**src/rtl/debouncer_de_botoes_da_senha.sv**
```systemverilog
// Debounces the four password push-buttons and reports each accepted press as a
// one-cycle one-hot code. Optional press counter: define CONTADOR_DE_TECLAS_EN.
module debouncer_de_botoes_da_senha #(
  parameter int unsigned CICLOS_ESTAVEIS = 500000,
  parameter int unsigned LARGURA_CONT    = 20,
  parameter bit          ATIVO_BAIXO     = 1'b1
) (
  input  logic       CLK,
  input  logic       ON_OFF,
  input  logic [3:0] BOTOES,
  output logic [3:0] SENHA_INSERIDA,
  output logic       TECLA_INVALIDA,
  output logic       OCUPADO,
`ifdef CONTADOR_DE_TECLAS_EN
  output logic [3:0] TECLAS_ACEITAS,
`endif
  output logic [1:0] ESTADO_DBG
);

  typedef enum logic [1:0] {
    OCIOSO      = 2'd0,
    CONFIRMANDO = 2'd1,
    PRESSIONADO = 2'd2,
    SOLTANDO    = 2'd3
  } estado_t;

  localparam logic [LARGURA_CONT-1:0] CNT_MAX = LARGURA_CONT'(CICLOS_ESTAVEIS - 1);

  estado_t                 estado_q;
  logic [LARGURA_CONT-1:0] cnt_q;
  logic [3:0]              codigo_q;
  logic [3:0]              sync1_q;
  logic [3:0]              sync2_q;
  logic [3:0]              senha_q;
  logic                    invalida_q;
  logic [3:0]              botoes_norm;
`ifdef CONTADOR_DE_TECLAS_EN
  logic [3:0]              teclas_q;
`endif

  assign botoes_norm = ATIVO_BAIXO ? ~BOTOES : BOTOES;

  // Outputs are plain pulses with no handshake: SENHA_INSERIDA / TECLA_INVALIDA
  // are valid for exactly the one cycle they are nonzero; the consumer cannot stall them.
  always_ff @(posedge CLK) begin
    if (!ON_OFF) begin
      sync1_q    <= '0;
      sync2_q    <= '0;
      estado_q   <= OCIOSO;
      cnt_q      <= '0;
      codigo_q   <= '0;
      senha_q    <= '0;
      invalida_q <= 1'b0;
`ifdef CONTADOR_DE_TECLAS_EN
      teclas_q   <= '0;
`endif
    end else begin
      sync1_q    <= botoes_norm;
      sync2_q    <= sync1_q;
      senha_q    <= '0;
      invalida_q <= 1'b0;
      case (estado_q)
        OCIOSO: begin
          if (sync2_q != 4'b0000) begin
            codigo_q <= sync2_q;
            cnt_q    <= '0;
            estado_q <= CONFIRMANDO;
          end
        end
        CONFIRMANDO: begin
          if (sync2_q != codigo_q) begin
            estado_q <= OCIOSO;
          end else if (cnt_q == CNT_MAX) begin
            estado_q <= PRESSIONADO;
            if ($onehot(codigo_q)) begin
              senha_q <= codigo_q;
`ifdef CONTADOR_DE_TECLAS_EN
              teclas_q <= teclas_q + 4'd1;
`endif
            end else begin
              invalida_q <= 1'b1;
            end
          end else begin
            cnt_q <= cnt_q + 1'b1;
          end
        end
        PRESSIONADO: begin
          // Changes while held are ignored; only a full release re-arms.
          if (sync2_q == 4'b0000) begin
            cnt_q    <= '0;
            estado_q <= SOLTANDO;
          end
        end
        SOLTANDO: begin
          if (sync2_q != 4'b0000) begin
            estado_q <= PRESSIONADO;
          end else if (cnt_q == CNT_MAX) begin
            estado_q <= OCIOSO;
          end else begin
            cnt_q <= cnt_q + 1'b1;
          end
        end
        default: estado_q <= OCIOSO;
      endcase
    end
  end

  assign SENHA_INSERIDA = senha_q;
  assign TECLA_INVALIDA = invalida_q;
  assign OCUPADO        = (estado_q != OCIOSO);
  assign ESTADO_DBG     = estado_q;
`ifdef CONTADOR_DE_TECLAS_EN
  assign TECLAS_ACEITAS = teclas_q;
`endif

endmodule

```
**config.mk**
```make
export PLATFORM = sky130hd
export DESIGN_NAME = debouncer_de_botoes_da_senha
export DESIGN_NICKNAME = d
export VERILOG_FILES = /design/src/rtl/debouncer_de_botoes_da_senha.sv
export SDC_FILE = /design/constraint.sdc
export NUM_CORES = 1
export LEC_CHECK = 0
export ABC_AREA = 0
export BUFFER_PORTS_ARGS = -buffer_cell sky130_fd_sc_hd__buf_4
export CORE_UTILIZATION = 38
export CTS_BUF_LIST = sky130_fd_sc_hd__clkbuf_16
export DETAILED_ROUTE_END_ITERATION = 12
export SLEW_MARGIN = 20
export SYNTH_ARGS = -nofsm -noshare
export SYNTH_HDL_FRONTEND = slang
export SYNTH_SLANG_ARGS = --single-unit
```
**constraint.sdc**
```tcl
create_clock -name CLK -period 2.3 [get_ports CLK]
set_input_delay 0.69 -clock CLK [delete_from_list [all_inputs] [get_ports CLK]]
set_output_delay 0.69 -clock CLK [all_outputs]
set_load 0.005 [all_outputs]
```
Yosys cells after proc, flatten, opt, wreduce, memory -nomap -nowiden

Index checks and enable logic that the tools add are counted.

Bits in registers: 39
Input port bits: 6
Word-level logic and storage cells: 51

Muxes and demuxes: 14
Reduce and logical (&&, ||, !) cells: 9
Equal/unequal tests: 12
Bitwise gates (word level): 5
Add/sub/neg operators: 4

Operators with widths:

| operator                                              | number |
|---|---|
| 2-to-1 mux 20 bit                                     | 5 |
| case mux 20 bit (4 select lines)                      | 1 |
| adder 20 x 1 -> 20 bit, second input constant         | 1 |
| equality test 20 x 19 -> 1 bit, second input constant | 1 |
| 2-to-1 mux 2 bit                                      | 6 |
| inequality test 2 bit, second input constant          | 4 |
| case mux 2 bit (4 select lines)                       | 1 |
| AND reduction 4 bit                                   | 2 |
| inequality test 3 bit, second input constant          | 2 |
| OR reduction 5 bit                                    | 1 |
| adder 1 x 1 -> 2 bit                                  | 2 |
| equality test 2 bit, second input constant            | 2 |
| logical NOT 4 bit                                     | 1 |
| inequality test 4 bit                                 | 1 |
| inverter 1 bit                                        | 4 |
| inverter 4 bit                                        | 1 |
| nonzero test 4 bit                                    | 1 |
| OR reduction 4 bit                                    | 1 |
| adder 2 x 2 -> 3 bit                                  | 1 |
| equality test 3 x 1 -> 1 bit, second input constant   | 1 |
| equality test 2 x 1 -> 1 bit, second input constant   | 1 |
| logical NOT 2 bit                                     | 1 |
| AND reduction 2 bit                                   | 1 |
| nonzero test 2 bit                                    | 1 |
| 2-to-1 mux 1 bit                                      | 1 |

Logic depth before layout (Yosys ltp)

Word-level depth: 5
Mapped depth: 8
Gate-level depth less buffers: 8

Worst setup path after synthesis

No wires, ideal clock.

Path kind: reg-to-reg
Start: register cnt_q[0]
End: register senha_q[0] (netlist: SENHA_INSERIDA[0])
Cell stages (with the launch flop): 8
Library setup time: 73 ps
Period minus slack after synthesis: 2087 ps
Path slack: 213 ps
Data arrival time: 2014 ps
Required time: 2227 ps
Path through: dfxtp_1 ha_1 and4_1 nand4_1 or4_1 buf_2 or4_4 nor3_2

Longest elaborated chain between the ends: 3

Ends and longest elaborated chain:

| element                             | line | RTL |
|---|---|---|
| start, declared                     | 30   | `logic [LARGURA_CONT-1:0] cnt_q;` |
| start signal, assigned              | 84   | `cnt_q <= cnt_q + 1'b1;` |
| start signal, assigned              | 100  | `cnt_q <= cnt_q + 1'b1;` |
| equality test 20 x 19 -> 1 bit      | 73   | `end else if (cnt_q == CNT_MAX) begin` |
| inverter 1 bit (no source line)     | n/a  |  |
| OR reduction 5 bit (no source line) | n/a  |  |
| end signal, assigned                | 76   | `senha_q <= codigo_q;` |
| end, declared                       | 34   | `logic [3:0] senha_q;` |

Every way passes these cells.
A chain may end at the register's enable or synchronous reset.

Final worst setup path

Start: register cnt_q[10]
End: register cnt_q[2]

Longest elaborated chain between the ends: 4
Elaborated cells on any way between the ends: 5
Those cells by class: eq/ne (1); mux (4)

Ends and longest elaborated chain:

| element                                     | line |
|---|---|
| equality test 20 x 19 -> 1 bit *            | 73, 97 |
| 2-to-1 mux 20 bit *                         | n/a |
| 2-to-1 mux 20 bit, on equally long branches | n/a |
| case mux 20 bit (4 select lines) *          | n/a |

Every way passes the cells marked *; elsewhere a longest branch is shown, timed or not. The select of a mux whose other input is x is not followed.

==> flow_summary.toml <==
[cells_and_area]
fin_nets = 270
area_growth_pct = 19.99
antenna_cells = 0
fill_cells = 513
final_layout_size_suffix_gt1_share_pct = 18.46
fin_util_pct = 47.21

[route]
via_per_inst = 5.773
route.detailed.drc = 0
vias = 1905
wl_mm = 4.985
drt-initial-drc-count = 102
firstDrtPassIters = 4
detail-route-antenna-nets = 0
wl_per_cell_um = 15.11

[flow_run]
maxCapViolCount = 0

[clocking]
clkSinkCount = 39
root_buffer = "clkbuf_16"
htreeDepth = 2
cts_setup_buffers = 0
clkLatencyLatePin_ps = 280
clkTransAtPathRegs_ps = 60
cts_tree = "done"
numCtsBuffers = 5
clk_path_buf_depth = 2

[synthesis]
synth_ff_type = "dfxtp_1"
synth_most_common_cell = "dfxtp_1"
synth_adder_area_share_pct = 2.864
yosys.area_share.simple_pct = 32.19
synth_top_area_share_pct = 38.85
ys_types = 47
synth_area_per_cell_sq_um = 8.443
synth.cell_area_sq_mm = 0.002009
synth_area_leaders = "dfxtp_1 (39%), nand2_1 (4.1%), nand4_1 (4.0%), nand3_1 (3.2%), nor2_1 (2.8%)"
synth_top_area_cell = "dfxtp_1"
synth_edf_count = 0
synthTopCellsByCount = "dfxtp_1 (39), nand2_1 (22), nor2_1 (15), nand3_1 (13), nand4_1 (13)"
syn-instance-count = 238
synth.ff_latch_count = 39
synth_compound_area_share_pct = 18.49
synth_seq_area_share_pct = 38.85
synth_top_family_by_area = "simple AND/OR/NAND/NOR gates"
synthXorXnorAreaFrac_pct = 1.743
syn_nets = 248
ys_warn_count = 0
async_reset_ff_share_pct = 0
synth_mux_area_share_pct = 0.5604

[sta]
setup_viol = 0
hold_viol_final = 0
layout_min_cycle_time_ps = 2140
timing.hold.ws_ps = 432.3
rsz0062_at_grt = "no"
drv_slew = 0
worst_pin_slew_ps = 544.2
fin_crit_sh_pct = 93.06
fmax_ghz = 0.4672
finClkSkew_ps = 5.226
fin_tns_setup_ps = 0
timing.slew.headroom_pct = 63.68

[place]
port_buffers = 13
place_congestion = 0.9420
hpwl_mm = 3.475

[die]
die_area_sq_mm = 0.005583
coreArea_sq_mm = 0.005107
die_h_um = 74.72
die-width_um = 74.72
start_util_pct = 39.34
ioPinCount = 14
row_count = 26

[pwr]
power.total_mw = 1.587
powerDensity_mw_per_mm2 = 658.1
p_leak_nw = 0.8537
vdd_drop_max_mv = 0.3692

[global_route]
grt_pass1_wl_mm = 8.542
track_usage_pct = 20.27
antenna_found_initial = 0
grt_overflow = 0
grt_max_degree = 29
grt_pass1_vias = 1734

[critical_path]
cp-start-kind = "flop"
path_max_fanout = 14
worstSetupEndpointType = "flop"
path_buf_inv = 2
rr_worst_depth = 7
critPathRequiredTime_ps = 2500
crit_family = "simple AND/OR/NAND/NOR gates"
path_depth = 7
cp_common_cell = "buf_4"
cp_slowest_cell = "or4_1"
criticalPathCategory = "reg2reg"
cp_cell_sequence = "nor4b_1 -> buf_4 -> nand4_1 -> or4_1 -> buf_4 -> a31o_1 -> a211oi_1"
crit_arrival_ps = 2340
slowest_delay_ps = 450

[hold_path]
holdPathStages = 1
hold_path_class = "reg2reg"

[status]
outcome = "finished, final reports clean"
sequential cells by signal, summed over array words and instances (netlist names):
signal	cells
sync2_q	4
SENHA_INSERIDA	4
ESTADO_DBG	2
TECLA_INVALIDA	1
cnt_q	20
codigo_q	4
sync1_q	4
routing by layer:
metal	global-route usage, %	wire [um]
met1	27.71	2456
met2	31.13	2285
met3	4.685	179
met4	7.547	64
met5	0	0
power by group:
| group | switching [mW] | internal [mW] |
|---|---|---|
| Combinational | 0.137 | 0.0776 |
| Sequential | 0.0125 | 0.690 |
| Clock | 0.274 | 0.395 |
cells in the final DEF (no fill, tap or decap), types with 4 or more instances in the layout:
cell type / n
and3_1: 6
or4_1: 7
nand2_1: 22
nor3_2: 5
a22oi_1: 4
inv_1: 11
and2_1: 6
and4_1: 6
nand3_1: 13
nor3_1: 7
xnor2_1: 4
nand4_1: 13
buf_4: 31
a31oi_1: 5
dfxtp_1: 38
clkbuf_16: 5
a21oi_1: 10
nor2_1: 15
repair_timing:
item	in CTS	in global routing
gates resized for setup	0	2
setup endpoints to repair	0	5
hold buffers	0	0
cell type report:
type | count | area, sq um | area share [%]
sequential | 39 | 782.0 | 32.43
timing repair buffer | 31 | 232.7 | 9.652
clock inverter | 2 | 13.76 | 0.5708
multi-input combinational | 172 | 1129 | 46.81
clock buffer | 5 | 125.1 | 5.189
tap | 70 | 87.58 | 3.633
inverter | 11 | 41.29 | 1.713
path summary, 6_finish.rpt:
kind | from | end | slack, ps
worst max-delay path | cnt_q[10]$_SDFFE_PN0P_ | cnt_q[2]$_SDFFE_PN0P_ | 160
worst min register to register | sync1_q[3]$_SDFF_PN0_ | sync2_q[3]$_SDFF_PN0_ | 430
worst max register to register | cnt_q[10]$_SDFFE_PN0P_ | cnt_q[2]$_SDFFE_PN0P_ | 160
worst min-delay path | sync1_q[3]$_SDFF_PN0_ | sync2_q[3]$_SDFF_PN0_ | 430
per-stage QoR:
step / instances / setup slack, ps / instance area (sq um)
6_report: 330 / 159.5 / 2411
4_1_cts: 330 / 95.35 / 2404
3_3_place_gp: 323 / 203.7 / 2265
3_5_place_dp: 323 / 110.9 / 2265
5_1_grt: 330 / 0.9150 / 2411
2_1_floorplan: 238 / 212.5 / 2009
logic make-up (layout without fill, tap and decap cells):
family / after synthesis / after routing
and+or+nand+nor: 113 / 113
AOI/OAI and AO/OA: 50 / 50
DFF: 39 / 39
buffers and inverters: 27 / 49
adders and majority gates: 4 / 4
xor gates and xnor gates: 4 / 4
muxes: 1 / 1
No activity file was read; power rests on OpenSTA's default activity.
